### config.mk
export PLATFORM = sky130hd
export DESIGN_NAME = mem_stage_lsu_flat
export DESIGN_NICKNAME = d
export VERILOG_FILES = /design/src/rtl/riscv_mem_pkg.sv /design/src/rtl/mem_stage_lsu_if.sv /design/src/rtl/lsu_load_align.sv /design/src/rtl/mem_stage_lsu.sv /design/src/flat_wrapper.sv
export SDC_FILE = /design/constraint.sdc
export NUM_CORES = 1
export LEC_CHECK = 0
export ABC_AREA = 1
export BUFFER_PORTS_ARGS = -buffer_cell sky130_fd_sc_hd__buf_2
export CORE_MARGIN = 10
export CORE_UTILIZATION = 45
export DETAILED_ROUTE_END_ITERATION = 10
export PLACE_DENSITY_LB_ADDON = 0.2
export SLEW_MARGIN = 25
export SYNTH_ARGS = -nofsm -noshare
export SYNTH_HDL_FRONTEND = slang
export SYNTH_SLANG_ARGS = --single-unit
### constraint.sdc
create_clock -name clk -period 5.3 [get_ports clk]
set_clock_uncertainty 0.2 [all_clocks]
set_input_delay 0.265 -clock clk [delete_from_list [all_inputs] [get_ports clk]]
set_output_delay 0.265 -clock clk [all_outputs]
set_load 0.005 [all_outputs]
### src/rtl/riscv_mem_pkg.sv
// Shared encodings for the M-stage LSU: funct3 sizes, FSM states, byte-enable patterns
// and the legality and store-formatting rules used by the top level.
package riscv_mem_pkg;

    localparam logic [2:0] F3_B  = 3'b000;
    localparam logic [2:0] F3_H  = 3'b001;
    localparam logic [2:0] F3_W  = 3'b010;
    localparam logic [2:0] F3_BU = 3'b100;
    localparam logic [2:0] F3_HU = 3'b101;

    localparam logic [3:0] BE_BYTE    = 4'b0001;
    localparam logic [3:0] BE_HALF_LO = 4'b0011;
    localparam logic [3:0] BE_HALF_HI = 4'b1100;
    localparam logic [3:0] BE_WORD    = 4'b1111;

    typedef enum logic [1:0] {
        ST_IDLE = 2'd0,
        ST_BUSY = 2'd1,
        ST_DONE = 2'd2
    } lsu_state_t;

    typedef struct packed {
        logic [31:0] wdata;
        logic [3:0]  be;
    } st_fmt_t;

    // Unsigned widths exist only for loads; everything else must be naturally aligned.
    function automatic logic access_legal(input logic is_store, input logic [2:0] f3,
                                          input logic [1:0] off);
        logic ok;
        case (f3)
            F3_B:    ok = 1'b1;
            F3_H:    ok = !off[0];
            F3_W:    ok = (off == 2'b00);
            F3_BU:   ok = !is_store;
            F3_HU:   ok = !is_store && !off[0];
            default: ok = 1'b0;
        endcase
        return ok;
    endfunction

    function automatic st_fmt_t store_fmt(input logic [1:0] size, input logic [1:0] off,
                                          input logic [31:0] wd);
        st_fmt_t f;
        f.wdata = wd;
        f.be    = BE_WORD;
        case (size)
            2'b00: begin
                f.wdata = {4{wd[7:0]}};
                f.be    = BE_BYTE << off;
            end
            2'b01: begin
                f.wdata = {2{wd[15:0]}};
                f.be    = off[1] ? BE_HALF_HI : BE_HALF_LO;
            end
            default: ;
        endcase
        return f;
    endfunction

endpackage

### src/rtl/mem_stage_lsu_if.sv
// Word-aligned data-memory request/acknowledge bus; rdata is valid in the ack cycle.
// The LSU holds every request field stable until ack (no other backpressure).
interface mem_stage_lsu_if;
    logic        dmem_req;
    logic        dmem_we;
    logic [31:0] dmem_addr;
    logic [31:0] dmem_wdata;
    logic [3:0]  dmem_be;
    logic        dmem_ack;
    logic [31:0] dmem_rdata;

    modport master (
        output dmem_req, dmem_we, dmem_addr, dmem_wdata, dmem_be,
        input  dmem_ack, dmem_rdata
    );

    modport slave (
        input  dmem_req, dmem_we, dmem_addr, dmem_wdata, dmem_be,
        output dmem_ack, dmem_rdata
    );
endinterface

### src/rtl/lsu_load_align.sv
// Selects the addressed byte/halfword of a read word and sign- or zero-extends it.
// Purely combinational, zero latency, no flow control.
module lsu_load_align
    import riscv_mem_pkg::*;
(
    input  logic [31:0] rdata,
    input  logic [1:0]  off,
    input  logic [2:0]  funct3,
    output logic [31:0] data
);
    logic [7:0]  byte_sel;
    logic [15:0] half_sel;

    always_comb begin
        byte_sel = rdata[8*off +: 8];
        half_sel = off[1] ? rdata[31:16] : rdata[15:0];
        case (funct3)
            F3_B:    data = {{24{byte_sel[7]}}, byte_sel};
            F3_H:    data = {{16{half_sel[15]}}, half_sel};
            F3_BU:   data = {24'd0, byte_sel};
            F3_HU:   data = {16'd0, half_sel};
            default: data = rdata;
        endcase
    end
endmodule

### src/rtl/mem_stage_lsu.sv
// M-stage load/store unit: IDLE->BUSY->DONE per access, minimum two stall cycles.
// Pipeline is frozen via stall_m while waiting for dmem_ack; a timeout ends the wait.
module mem_stage_lsu
    import riscv_mem_pkg::*;
#(
    parameter int MAX_WAIT = 16
) (
    input  logic        clk,
    input  logic        reset,
    input  logic        memread_m,
    input  logic        memwrite_m,
    input  logic [2:0]  funct3_m,
    input  logic [31:0] aluresult_m,
    input  logic [31:0] writedata_m,
    output logic [31:0] rd,
    output logic        stall_m,
    output logic        access_fault_m,
    output logic        bus_err_m,
    mem_stage_lsu_if.master dmem
);
    localparam logic [7:0] WAIT_LAST = 8'(MAX_WAIT - 1);

    lsu_state_t  state;
    logic [7:0]  wait_cnt;
    logic [1:0]  off_q;
    logic [2:0]  f3_q;
    logic [31:0] load_data;
    logic        access;
    logic        legal;
    st_fmt_t     fmt;

    // A simultaneous read+write is treated as a store, so legality uses the store rules.
    assign access         = memread_m | memwrite_m;
    assign legal          = access_legal(memwrite_m, funct3_m, aluresult_m[1:0]);
    assign fmt            = store_fmt(funct3_m[1:0], aluresult_m[1:0], writedata_m);
    assign access_fault_m = access & ~legal;
    assign stall_m        = ((state == ST_IDLE) & access & legal) | (state == ST_BUSY);

    lsu_load_align u_align (
        .rdata  (dmem.dmem_rdata),
        .off    (off_q),
        .funct3 (f3_q),
        .data   (load_data)
    );

    always_ff @(posedge clk) begin
        if (reset) begin
            state           <= ST_IDLE;
            wait_cnt        <= 8'd0;
            off_q           <= 2'b00;
            f3_q            <= 3'b000;
            rd              <= 32'd0;
            bus_err_m       <= 1'b0;
            dmem.dmem_req   <= 1'b0;
            dmem.dmem_we    <= 1'b0;
            dmem.dmem_addr  <= 32'd0;
            dmem.dmem_wdata <= 32'd0;
            dmem.dmem_be    <= 4'd0;
        end else begin
            case (state)
                ST_IDLE: begin
                    bus_err_m <= 1'b0;
                    if (access && legal) begin
                        state           <= ST_BUSY;
                        wait_cnt        <= 8'd0;
                        off_q           <= aluresult_m[1:0];
                        f3_q            <= funct3_m;
                        dmem.dmem_req   <= 1'b1;
                        dmem.dmem_we    <= memwrite_m;
                        dmem.dmem_addr  <= {aluresult_m[31:2], 2'b00};
                        dmem.dmem_wdata <= memwrite_m ? fmt.wdata : 32'd0;
                        dmem.dmem_be    <= fmt.be;
                    end
                end
                ST_BUSY: begin
                    if (dmem.dmem_ack) begin
                        rd            <= dmem.dmem_we ? 32'd0 : load_data;
                        state         <= ST_DONE;
                        dmem.dmem_req <= 1'b0;
                        dmem.dmem_we  <= 1'b0;
                    end else if (wait_cnt == WAIT_LAST) begin
                        rd            <= 32'd0;
                        bus_err_m     <= 1'b1;
                        state         <= ST_DONE;
                        dmem.dmem_req <= 1'b0;
                        dmem.dmem_we  <= 1'b0;
                    end else begin
                        wait_cnt <= wait_cnt + 8'd1;
                    end
                end
                ST_DONE: begin
                    bus_err_m <= 1'b0;
                    state     <= ST_IDLE;
                end
                default: state <= ST_IDLE;
            endcase
        end
    end
endmodule

### src/flat_wrapper.sv
// flat-port wrapper written by rule: the top's interface ports become plain ports
module mem_stage_lsu_flat import riscv_mem_pkg::*;
#(
    parameter int MAX_WAIT = 16
)
  (clk, reset, memread_m, memwrite_m, funct3_m, aluresult_m, writedata_m, rd, stall_m, access_fault_m, bus_err_m, dmem_dmem_req, dmem_dmem_we, dmem_dmem_addr, dmem_dmem_wdata, dmem_dmem_be, dmem_dmem_ack, dmem_dmem_rdata);
  mem_stage_lsu_if dmem_i ();
  input  logic clk;
  input  logic reset;
  input  logic memread_m;
  input  logic memwrite_m;
  input  logic [2:0] funct3_m;
  input  logic [31:0] aluresult_m;
  input  logic [31:0] writedata_m;
  output logic [31:0] rd;
  output logic stall_m;
  output logic access_fault_m;
  output logic bus_err_m;
  output wire logic [$bits(dmem_i.dmem_req)-1:0] dmem_dmem_req;
  output wire logic [$bits(dmem_i.dmem_we)-1:0] dmem_dmem_we;
  output wire logic [$bits(dmem_i.dmem_addr)-1:0] dmem_dmem_addr;
  output wire logic [$bits(dmem_i.dmem_wdata)-1:0] dmem_dmem_wdata;
  output wire logic [$bits(dmem_i.dmem_be)-1:0] dmem_dmem_be;
  input wire logic [$bits(dmem_i.dmem_ack)-1:0] dmem_dmem_ack;
  input wire logic [$bits(dmem_i.dmem_rdata)-1:0] dmem_dmem_rdata;
  assign dmem_dmem_req = dmem_i.dmem_req;
  assign dmem_dmem_we = dmem_i.dmem_we;
  assign dmem_dmem_addr = dmem_i.dmem_addr;
  assign dmem_dmem_wdata = dmem_i.dmem_wdata;
  assign dmem_dmem_be = dmem_i.dmem_be;
  assign dmem_i.dmem_ack = dmem_dmem_ack;
  assign dmem_i.dmem_rdata = dmem_dmem_rdata;
  mem_stage_lsu #(.MAX_WAIT(MAX_WAIT)) u_core (.clk(clk), .reset(reset), .memread_m(memread_m), .memwrite_m(memwrite_m), .funct3_m(funct3_m), .aluresult_m(aluresult_m), .writedata_m(writedata_m), .rd(rd), .stall_m(stall_m), .access_fault_m(access_fault_m), .bus_err_m(bus_err_m), .dmem(dmem_i));
endmodule
Yosys cells after proc, flatten, opt, wreduce, memory -nomap -nowiden
Index checks and enable logic that the tools add are counted.
{"block": "word_totals", "output_inout_bits": 105, "in_bits": 104, "n_memories": 0, "regBits": 116, "latchBits": 0, "rom_bits": 0, "wordCells": 81, "ramBits": 0}
{"block": "op_classes", "reduce_logical": 19, "shifts": 2, "magnitude_cmp": 0, "div_mod_pow": 0, "n_addsub": 1, "n_mul": 0, "bitwise_logic": 6, "n_eq_ne": 16, "muxes": 26}
{"cell": "two-way mux 32 bit", "count": 4}
{"cell": "one-hot mux 32 bit (4 select lines)", "count": 1}
{"cell": "one-hot mux 36 bit (2 select lines)", "count": 1}
{"cell": "indexed part select 32 x 6 -> 8 bit", "count": 1}
{"cell": "two-way mux 8 bit", "count": 3}
{"cell": "two-way mux 16 bit", "count": 1}
{"cell": "one-hot mux 8 bit (2 select lines)", "count": 1}
{"cell": "equality test 3 bit (second input constant)", "count": 4}
{"cell": "adder 8 x 1 -> 8 bit (second input constant)", "count": 1}
{"cell": "equality test 8 x 4 -> 1 bit (second input constant)", "count": 1}
{"cell": "!= test 2 bit (second input constant)", "count": 4}
{"cell": "equality test 3 x 1 -> 1 bit (second input constant)", "count": 2}
{"cell": "zero test 2 bit", "count": 3}
{"cell": "zero test 3 bit", "count": 2}
{"cell": "two-way mux 1 bit", "count": 6}
{"cell": "two-way mux 2 bit", "count": 3}
{"cell": "one-hot mux 1 bit (2 select lines)", "count": 3}
{"cell": "AND reduction 2 bit", "count": 3}
{"cell": "AND reduction 3 bit", "count": 2}
{"cell": "nonzero test 2 bit", "count": 3}
{"cell": "one-hot mux 1 bit (5 select lines)", "count": 1}
{"cell": "equality test 2 x 1 -> 1 bit (second input constant)", "count": 2}
{"cell": "two-way mux 4 bit", "count": 1}
{"cell": "one-hot mux 2 bit (2 select lines)", "count": 1}
{"cell": "other kinds (11)", "count": 16}

Logic depth before layout (Yosys ltp)
Gate-level depths: netlist (run 1).
{"block": "logic_depth", "ltp_word": 6, "ltp_mapped": 10, "depth_no_buf": 9}

Hierarchy
Synthesis (run 1) repeated with hierarchy kept, for this count alone.
{"block": "hier_totals", "cells_unflattened": 807, "area_unflattened_um2": 5610.4}
{"mod": "mem_stage_lsu", "seq_area_each_um2": 2322.2, "cells_each": 613, "n_inst": 1, "area_each_um2": 4555.6}
{"mod": "lsu_load_align", "seq_area_each_um2": 0.0, "cells_each": 194, "n_inst": 1, "area_each_um2": 1054.8}

Least setup slack after synthesis (run 1)
OpenSTA, ideal clock, no wires.
{"block": "synth_timing", "kind": "input -> output", "startpoint": "in funct3_m[1]", "endpoint": "out stall_m", "slack_ps": 3554, "cell_stages": 8, "t_required_ps": 4835, "t_arrival_ps": 1281, "path_cell_list": "buf_2 -> nor2_4 -> inv_2 -> nand2_2 -> nand3_4 -> buf_2 -> buf_6 -> nand2_1"}
{"block": "synth_between", "elab_chain_len": 4}
{"element": "from (decl)", "line_no": "flat_wrapper.sv:12", "source": "input logic [2:0] funct3_m;"}
{"element": "equality test 3 bit (tied with other cells)", "line_no": "riscv_mem_pkg.sv:31", "source": "case (f3)"}
{"element": "one-hot mux 1 bit (5 select lines) (*)", "line_no": "riscv_mem_pkg.sv:31"}
{"element": "AND 1 bit (*)", "line_no": "mem_stage_lsu.sv:37", "source": "assign stall_m = ((state == ST_IDLE) & access & legal) | (state == ST_BUSY);"}
{"element": "OR 1 bit (*)", "line_no": "mem_stage_lsu.sv:37"}
{"element": "to (decl)", "line_no": "flat_wrapper.sv:16", "source": "output logic stall_m;"}
Every way passes the cells marked *; elsewhere a longest branch is shown, timed or not.

Worst setup path in the final report (run 1)
{"block": "layout_timing", "startpoint": "in aluresult_m[0]", "endpoint": "reg u_core.dmem.dmem_be[3]"}
{"block": "layout_between", "elab_chain_len": 5}
{"element": "from (decl)", "line_no": "flat_wrapper.sv:13", "source": "input logic [31:0] aluresult_m;"}
{"element": "zero test 1 bit", "line_no": "riscv_mem_pkg.sv:33, riscv_mem_pkg.sv:36"}
{"element": "logical AND 1 bit", "line_no": "riscv_mem_pkg.sv:36", "source": "F3_HU: ok = !is_store && !off[0];"}
{"element": "one-hot mux 1 bit (5 select lines)", "line_no": "riscv_mem_pkg.sv:31"}
{"element": "logical AND 1 bit", "line_no": "mem_stage_lsu.sv:63", "source": "if (access && legal) begin"}
{"element": "AND reduction 2 bit (no line)"}
{"element": "to (signal assigned)", "line_no": "mem_stage_lsu.sv:72", "source": "dmem.dmem_be <= fmt.be;"}
{"element": "to (decl)", "line_no": "mem_stage_lsu_if.sv:13", "source": "output dmem_req, dmem_we, dmem_addr, dmem_wdata, dmem_be,"}
Parallel ways exist; a longest one is shown, timed or not.
A chain may end at the register's enable or synchronous reset.

==> flow_summary.ini, run 1 <==
[clock_network]
numCtsBuffers = 17
clock-root-buffer = clkbuf_16
clk_path_buf_depth = 2
htree_num_levels = 4
tritoncts = yes
ctsResizeCount = 0
clkTransAtPathRegs_ps = 50
clock_sinks = 116
insertion_delay_ps = 400

[floorplanning]
dieArea_um2 = 16100
num_rows = 38
die_h_um = 127
core_um2 = 11000
fp.dieW_um = 127
ioPinCount = 209
initial_core_util = 0.467

[worst_setup_path]
cp-endpoint = u_core.dmem.dmem_be[3]
path_max_fanout = 63
cp.arrival_ps = 3020
slowest_stage = inv_2
critical-path-max-stage-delay_ps = 820
reg2reg_to = u_core.dmem.dmem_be[3]
cp-start-kind = input port
worstSetupEndpointType = flip-flop
crit_path_frequent_cell = nor2_1
reg2reg_from = u_core.state[0]
cp_data_required_time_ps = 5440
crit_path_start = aluresult_m[0]
timing.critical_path.cells = dlygate4sd3_1, buf_2, inv_1, nand2_1, nand2_2, nand3_4, inv_2, nand2_1, nor2_1, nor2_1, nor2_1
rrSetupSlack_ps = 2540
reg2reg_depth = 9
critPathKind = in -> reg

[drt]
first_iter_violations = 439
firstDrtPassIters = 5
drtAntennaViolNets = 0
drc_errors = 0
wl_um = 17400
post_drt_wl_per_cell_um = 15.7
via_per_inst = 5.13
vias = 5699

[logic_synthesis]
syn_inst = 726
synth_top_area_frac = 0.453
syn_area_um2 = 5120
synth_area_per_cell_um2 = 7.06
yosysSeqAreaShare = 0.453
ys_warn_count = 0
ys_ff_latch = 116
synth_cell_type_count = 30
synth_area_leaders = dfxtp_1 45%, nand2_1 15%, a21oi_1 9.2%, nor2_1 5.3%, o21ai_0 4.7%
yosys.area.top_type = dfxtp_1

[flow_run]
max_cap_violations = 0

[global_route]
grt_usage = 0.210
grt_pass1_wl_um = 28200
grt_max_degree = 79
grt.overflow.total = 0
first_global_vias = 5574
antenna_found_initial = 0

[place]
globalplace.congestion = 0.853
io_buffers = 206
dpl.hpwl_um = 11800
placed_cells = 1031

[final_layout]
layout.nets = 1062
drive_above_1_share = 0.263
n_antenna_cell = 0
syn_to_final_growth_pct = 40.3
final_cells = 1110

[sta]
hold_ws_ps = 17.0
drv_slew = 0
hold_viol = 0
setup_viol_count_final = 0
tightest_slew_ps = 950
totalNegativeSetupSlack_ps = 0
max_slew_margin = 0.366
rsz0062_at_grt = no
period_share = 0.544
fmax_ghz = 0.347
fin_crit_ps = 2880

[hold_path]
hp-class = in -> reg

[pwr]
power.internal_w = 0.00177
combPwrFrac = 0.136
swShare = 0.256
finalPower_w = 0.00238
power.density_nw_per_um2 = 331
p_seq_frac = 0.395
p_sw_w = 0.000609
power.leakage_nw = 3.35
ir_drop_mv = 0.219
clkPwrFrac = 0.469

[status]
status = completed
==> worst max-delay path: cells and delay by family <==
kind,cells,cell delay (ps)
AND/OR/NAND/NOR,7,1140
buffers and inverters,4,1600
==> metal layers <==
metal / global-route usage / routed length, um
met5: 0 / 0
met4: 0.0536 / 166
met1: 0.247 / 7280
met2: 0.349 / 8380
met3: 0.0858 / 1590
==> how the worst min path moves through the flow <==
stage / from / to / slack, ps / depth (start not counted)
floorplan: aluresult_m[2] / u_core.dmem.dmem_addr[2] / 210 / 2
global placement: u_core.dmem.dmem_be[0] / u_core.dmem.dmem_be[0] / 240 / 2
detailed placement: u_core.dmem.dmem_be[0] / u_core.dmem.dmem_be[0] / 240 / 2
CTS: writedata_m[21] / u_core.dmem.dmem_wdata[21] / 10 / 4
global route: dmem_dmem_rdata[1] / u_core.rd[1] / 20 / 4
finish: dmem_dmem_rdata[0] / u_core.rd[0] / 20 / 4
==> cell usage after synthesis <==
| cell | instances |
|---|---|
| nand2_1 | 198 |
| dfxtp_1 | 116 |
| a21oi_1 | 94 |
| nor2_1 | 73 |
| o21ai_0 | 48 |
| nand3_1 | 43 |
| inv_1 | 35 |
| clkbuf_1 | 29 |
| a22o_1 | 13 |
| o211ai_1 | 11 |
| buf_4 | 8 |
| nor3_1 | 8 |
| buf_2 | 7 |
| nand4_1 | 6 |
| o21ai_1 | 6 |
| inv_2 | 5 |
| o21bai_1 | 5 |
| or2_2 | 4 |
| clkinv_1 | 2 |
| nand2_2 | 2 |
| nor2_4 | 2 |
| o22ai_1 | 2 |
| o31ai_1 | 2 |
| and2_1 | 1 |
| buf_6 | 1 |
| conb_1 | 1 |
| ha_1 | 1 |
| nand3_2 | 1 |
| nand3_4 | 1 |
| nor2_2 | 1 |
==> power groups by stage <==
stage / clock (W) / combinational (W) / sequential [W]
3_3_place_gp: 0 / 0.000294 / 0.000956
6_report: 0.00112 / 0.000325 / 0.000940
4_1_cts: 0.00113 / 0.000324 / 0.000939
2_1_floorplan: 0 / 0.000178 / 0.000955
5_1_grt: 0.00117 / 0.000364 / 0.000945
3_5_place_dp: 0 / 0.000295 / 0.000957
==> cell type report <==
class | instances | area (um^2)
clock inverter | 10 | 105
tap | 140 | 175
sequential | 116 | 2320
multi-input combinational | 524 | 2430
inverter | 42 | 158
fill | 965 | 3790
timing repair buffer | 256 | 1520
clock buffer | 22 | 474
==> through the flow <==
stage           util  area, um^2  worst slack [ps]
3_5_place_dp   0.559        6140              2110
5_1_grt        0.655        7190              2130
4_1_cts        0.655        7190              2410
3_3_place_gp   0.559        6140              2120
6_report       0.655        7190              2420
2_1_floorplan      -        5130              3550
==> cell families after synthesis <==
logic type,share of synthesized area
buffers and inverters,0.0728
AOI/OAI and AO/OA,0.196
adders and majority gates,0.00244
other,0.000732
and+or+nand+nor,0.275
DFF,0.453
==> timing repair <==
item | CTS | global route
endpoints found under the hold margin | 47 | 0
hold buffers | 47 | 0
setup buffers | 0 | 0
==> state kept, by name, indices dropped and copies added (netlist names) <==
register	cells
u_core.bus_err_m	1
u_core.dmem.dmem_addr	30
u_core.dmem.dmem_be	4
u_core.dmem.dmem_req	1
u_core.dmem.dmem_wdata	32
u_core.dmem.dmem_we	1
u_core.f3_q	3
u_core.off_q	2
u_core.rd	32
u_core.state	2
u_core.wait_cnt	8
==> layout by cell type (no fill, tap or decap), types with 3 or more instances in the layout <==
| cell type | Yosys | layout |
|---|---|---|
| buf_2 | 7 | 206 |
| nand2_1 | 198 | 198 |
| dfxtp_1 | 116 | 116 |
| a21oi_1 | 94 | 94 |
| nor2_1 | 73 | 73 |
| o21ai_0 | 48 | 48 |
| dlygate4sd3_1 | 0 | 47 |
| nand3_1 | 43 | 43 |
| inv_1 | 35 | 35 |
| clkbuf_16 | 0 | 17 |
| a22o_1 | 13 | 13 |
| o211ai_1 | 11 | 11 |
| nor3_1 | 8 | 8 |
| o21ai_1 | 6 | 6 |
| nand4_1 | 6 | 6 |
| clkinv_2 | 0 | 6 |
| inv_2 | 5 | 5 |
| o21bai_1 | 5 | 5 |
| or2_2 | 4 | 4 |
| clkbuf_8 | 0 | 3 |
| buf_4 | 8 | 3 |
Note: power is estimated with default switching activity, not from simulation.
==> run 2: changes to the inputs <==
--- a/config.mk
+++ b/config.mk
@@ -5,10 +5,10 @@
 export SDC_FILE = /design/constraint.sdc
 export NUM_CORES = 1
 export LEC_CHECK = 0
-export ABC_AREA = 1
+export ABC_AREA = 0
 export BUFFER_PORTS_ARGS = -buffer_cell sky130_fd_sc_hd__buf_2
 export CORE_MARGIN = 10
-export CORE_UTILIZATION = 45
+export CORE_UTILIZATION = 44
 export DETAILED_ROUTE_END_ITERATION = 10
 export PLACE_DENSITY_LB_ADDON = 0.2
 export SLEW_MARGIN = 25
==> constraint.sdc (replaced) <==
create_clock -name clk -period 2.54 [get_ports clk]
set_clock_uncertainty 0.2 [all_clocks]
set_input_delay 0.127 -clock clk [delete_from_list [all_inputs] [get_ports clk]]
set_output_delay 0.127 -clock clk [all_outputs]
set_load 0.005 [all_outputs]
==> flow_summary.ini, run 2 <==
[worst_setup_path]
cp-start-kind = flip-flop
timing.critical_path.cells = nor4b_1, nand2_1, a211oi_1, a221o_1
slowest_stage = a211oi_1
worst-path-buf-inv = 0
cp.arrival_ps = 2440
path_max_fanout = 7
critical-path-max-stage-delay_ps = 830
worstSetupEndpointType = flip-flop
critical-path-top-delay-family = compound AO/OA/AOI/OAI gates
cp_data_required_time_ps = 2690
critPathKind = reg -> reg

[pwr]
clkPwrFrac = 0.489
p_sw_w = 0.00123
ir_drop_mv = 0.854
power.leakage_nw = 3.54
power.density_nw_per_um2 = 659
p_seq_frac = 0.373
combPwrFrac = 0.138
power.internal_w = 0.00402
swShare = 0.234

[floorplanning]
dieArea_um2 = 16500
die_h_um = 128
initial_core_util = 0.450
num_rows = 39
ioPinCount = 209
fp.dieW_um = 128
core_um2 = 11500

[global_route]
antenna_found_initial = 7
grt_pass1_wl_um = 30000
grt.overflow.total = 0
grt_usage = 0.225
grt_max_degree = 86
first_global_vias = 5918

[final_layout]
top_regs = u_core.dmem.dmem_wdata: 32 flops, u_core.rd: 32 flops, u_core.dmem.dmem_addr: 30 flops
fill_cells = 881
syn_to_final_growth_pct = 54.2
drive_above_1_share = 0.296
final_cell_mix = 206 x buf_2, 121 x nand2_1, 116 x dfxtp_1
final_common_cell = buf_2
layout.nets = 1024

[place]
dpl.hpwl_um = 12200
globalplace.congestion = 0.805
io_buffers = 206

[sta]
setup_viol_count_final = 0
drv_slew = 0
max_slew_margin = 0.340
rsz0062_at_grt = no
totalNegativeSetupSlack_ps = 0
fmax_ghz = 0.437
fin_crit_ps = 2290
hold_viol = 0
tightest_slew_ps = 985
period_share = 0.901
hold_ws_ps = 39.8

[status]
status = completed

[logic_synthesis]
syn_inst = 631
ys.flop_type = dfxtp_1
synth_cell_type_count = 44
ys_warn_count = 0
syn_area_um2 = 5160
yosys.area.top_type = dfxtp_1
yosysSeqAreaShare = 0.450
synth_area_leaders = dfxtp_1 45%, nand2_1 8.8%, a21oi_1 8.2%, mux2_2 3.7%, nand3_1 3.6%
postSynth.asyncResetShare = 0
synthTopCellsByCount = 121 x nand2_1, 116 x dfxtp_1, 85 x a21oi_1, 39 x clkbuf_1, 37 x nand3_1
synth_area_per_cell_um2 = 8.19
post-synth-top-count-cell = nand2_1
synth_top_area_frac = 0.450
synth_edf_count = 0
ys_ff_latch = 116

[clock_network]
insertion_delay_ps = 410
htree_num_levels = 4
clock-root-buffer = clkbuf_16
clk_path_buf_depth = 2
cts_setup_buffers = 0
numCtsBuffers = 17
tritoncts = yes
clock_sinks = 116
clkTransAtPathRegs_ps = 50
ctsResizeCount = 0

[drt]
firstDrtPassIters = 5
post_drt_wl_per_cell_um = 17.7
via_per_inst = 5.49
drc_errors = 0
drtAntennaViolNets = 0
wl_um = 19200
vias = 5942
first_iter_violations = 556

[flow_run]
max_cap_violations = 0

[hold_path]
hp-class = in -> reg
## run 2: cell count changes after synthesis, moves of 17 or more
cell and delta:
nand2_1 -77, nor2_1 -47, nand2b_1 +22, o21ai_0 -22
inv_1 -20, a211o_1 +18, mux2_2 +17
## run 2: through the flow
stage          worst slack [ps]  std cells  total power (W)  utilization  cell area [um^2]
6_report                    252       1082          0.00525        0.694              7960
5_1_grt                     123       1082          0.00545        0.694              7960
4_1_cts                     255       1075          0.00528        0.693              7950
3_5_place_dp                261        944          0.00258        0.550              6310
3_3_place_gp                299        944          0.00256        0.550              6310
2_1_floorplan               500        632          0.00231            -              5170
## run 2: worst paths after layout
check | start | end | slack (ps) | depth (start not counted)
max | u_core.state[0] | u_core.rd[13] | 250 | 4
min | funct3_m[0] | u_core.f3_q[0] | 40 | 4
max reg2reg | u_core.state[0] | u_core.rd[13] | 250 | 4
min reg2reg | u_core.dmem.dmem_wdata[12] | u_core.dmem.dmem_wdata[12] | 250 | 2
## run 2: kinds of logic after synthesis
logic type,synth area share
flops,0.450
mux,0.0472
simple gates,0.221
compound gates,0.227
fa+ha+maj,0.00242
buf+inv,0.0526
other cells,0.000726
## run 2: layer usage
metal	up-vias	track usage	wire length, um
met5	-	0	0
met4	0	0.132	754
met3	66	0.0854	2020
met2	292	0.364	9270
met1	2787	0.248	7130
li1	2797	-	-
## run 2: power by group through the flow
stage	Sequential (W)	Combinational, W	Clock (W)
global placement	0.00199	0.000578	0
global route	0.00196	0.000795	0.00269
floorplan	0.00199	0.000318	0
finish	0.00196	0.000727	0.00257
detailed placement	0.00199	0.000588	0
CTS	0.00195	0.000710	0.00261
## run 2: repair_timing
| action | CTS | global route |
|---|---|---|
| endpoints found under the hold margin | 102 | 0 |
| hold buffers | 99 | 0 |
| setup endpoints to repair | 0 | 0 |
## run 2: final cells by class
type / instances / area (um^2) / share of cell area
inverters: 15 / 56.3 / 0.00707
well taps: 143 / 179 / 0.0225
clock buffers: 23 / 498 / 0.0625
flip-flops and latches: 116 / 2320 / 0.292
clock inverters: 9 / 148 / 0.0185
repair buffers: 321 / 2170 / 0.272
diodes: 7 / 17.5 / 0.00220
multi-input cells: 448 / 2580 / 0.323
## run 2: worst register-to-register path, cell delays in order, from the launching register on
cell	delay, ps
dfxtp_1	450
nor4b_1	340
nand2_1	140
a211oi_1	830
a221o_1	280
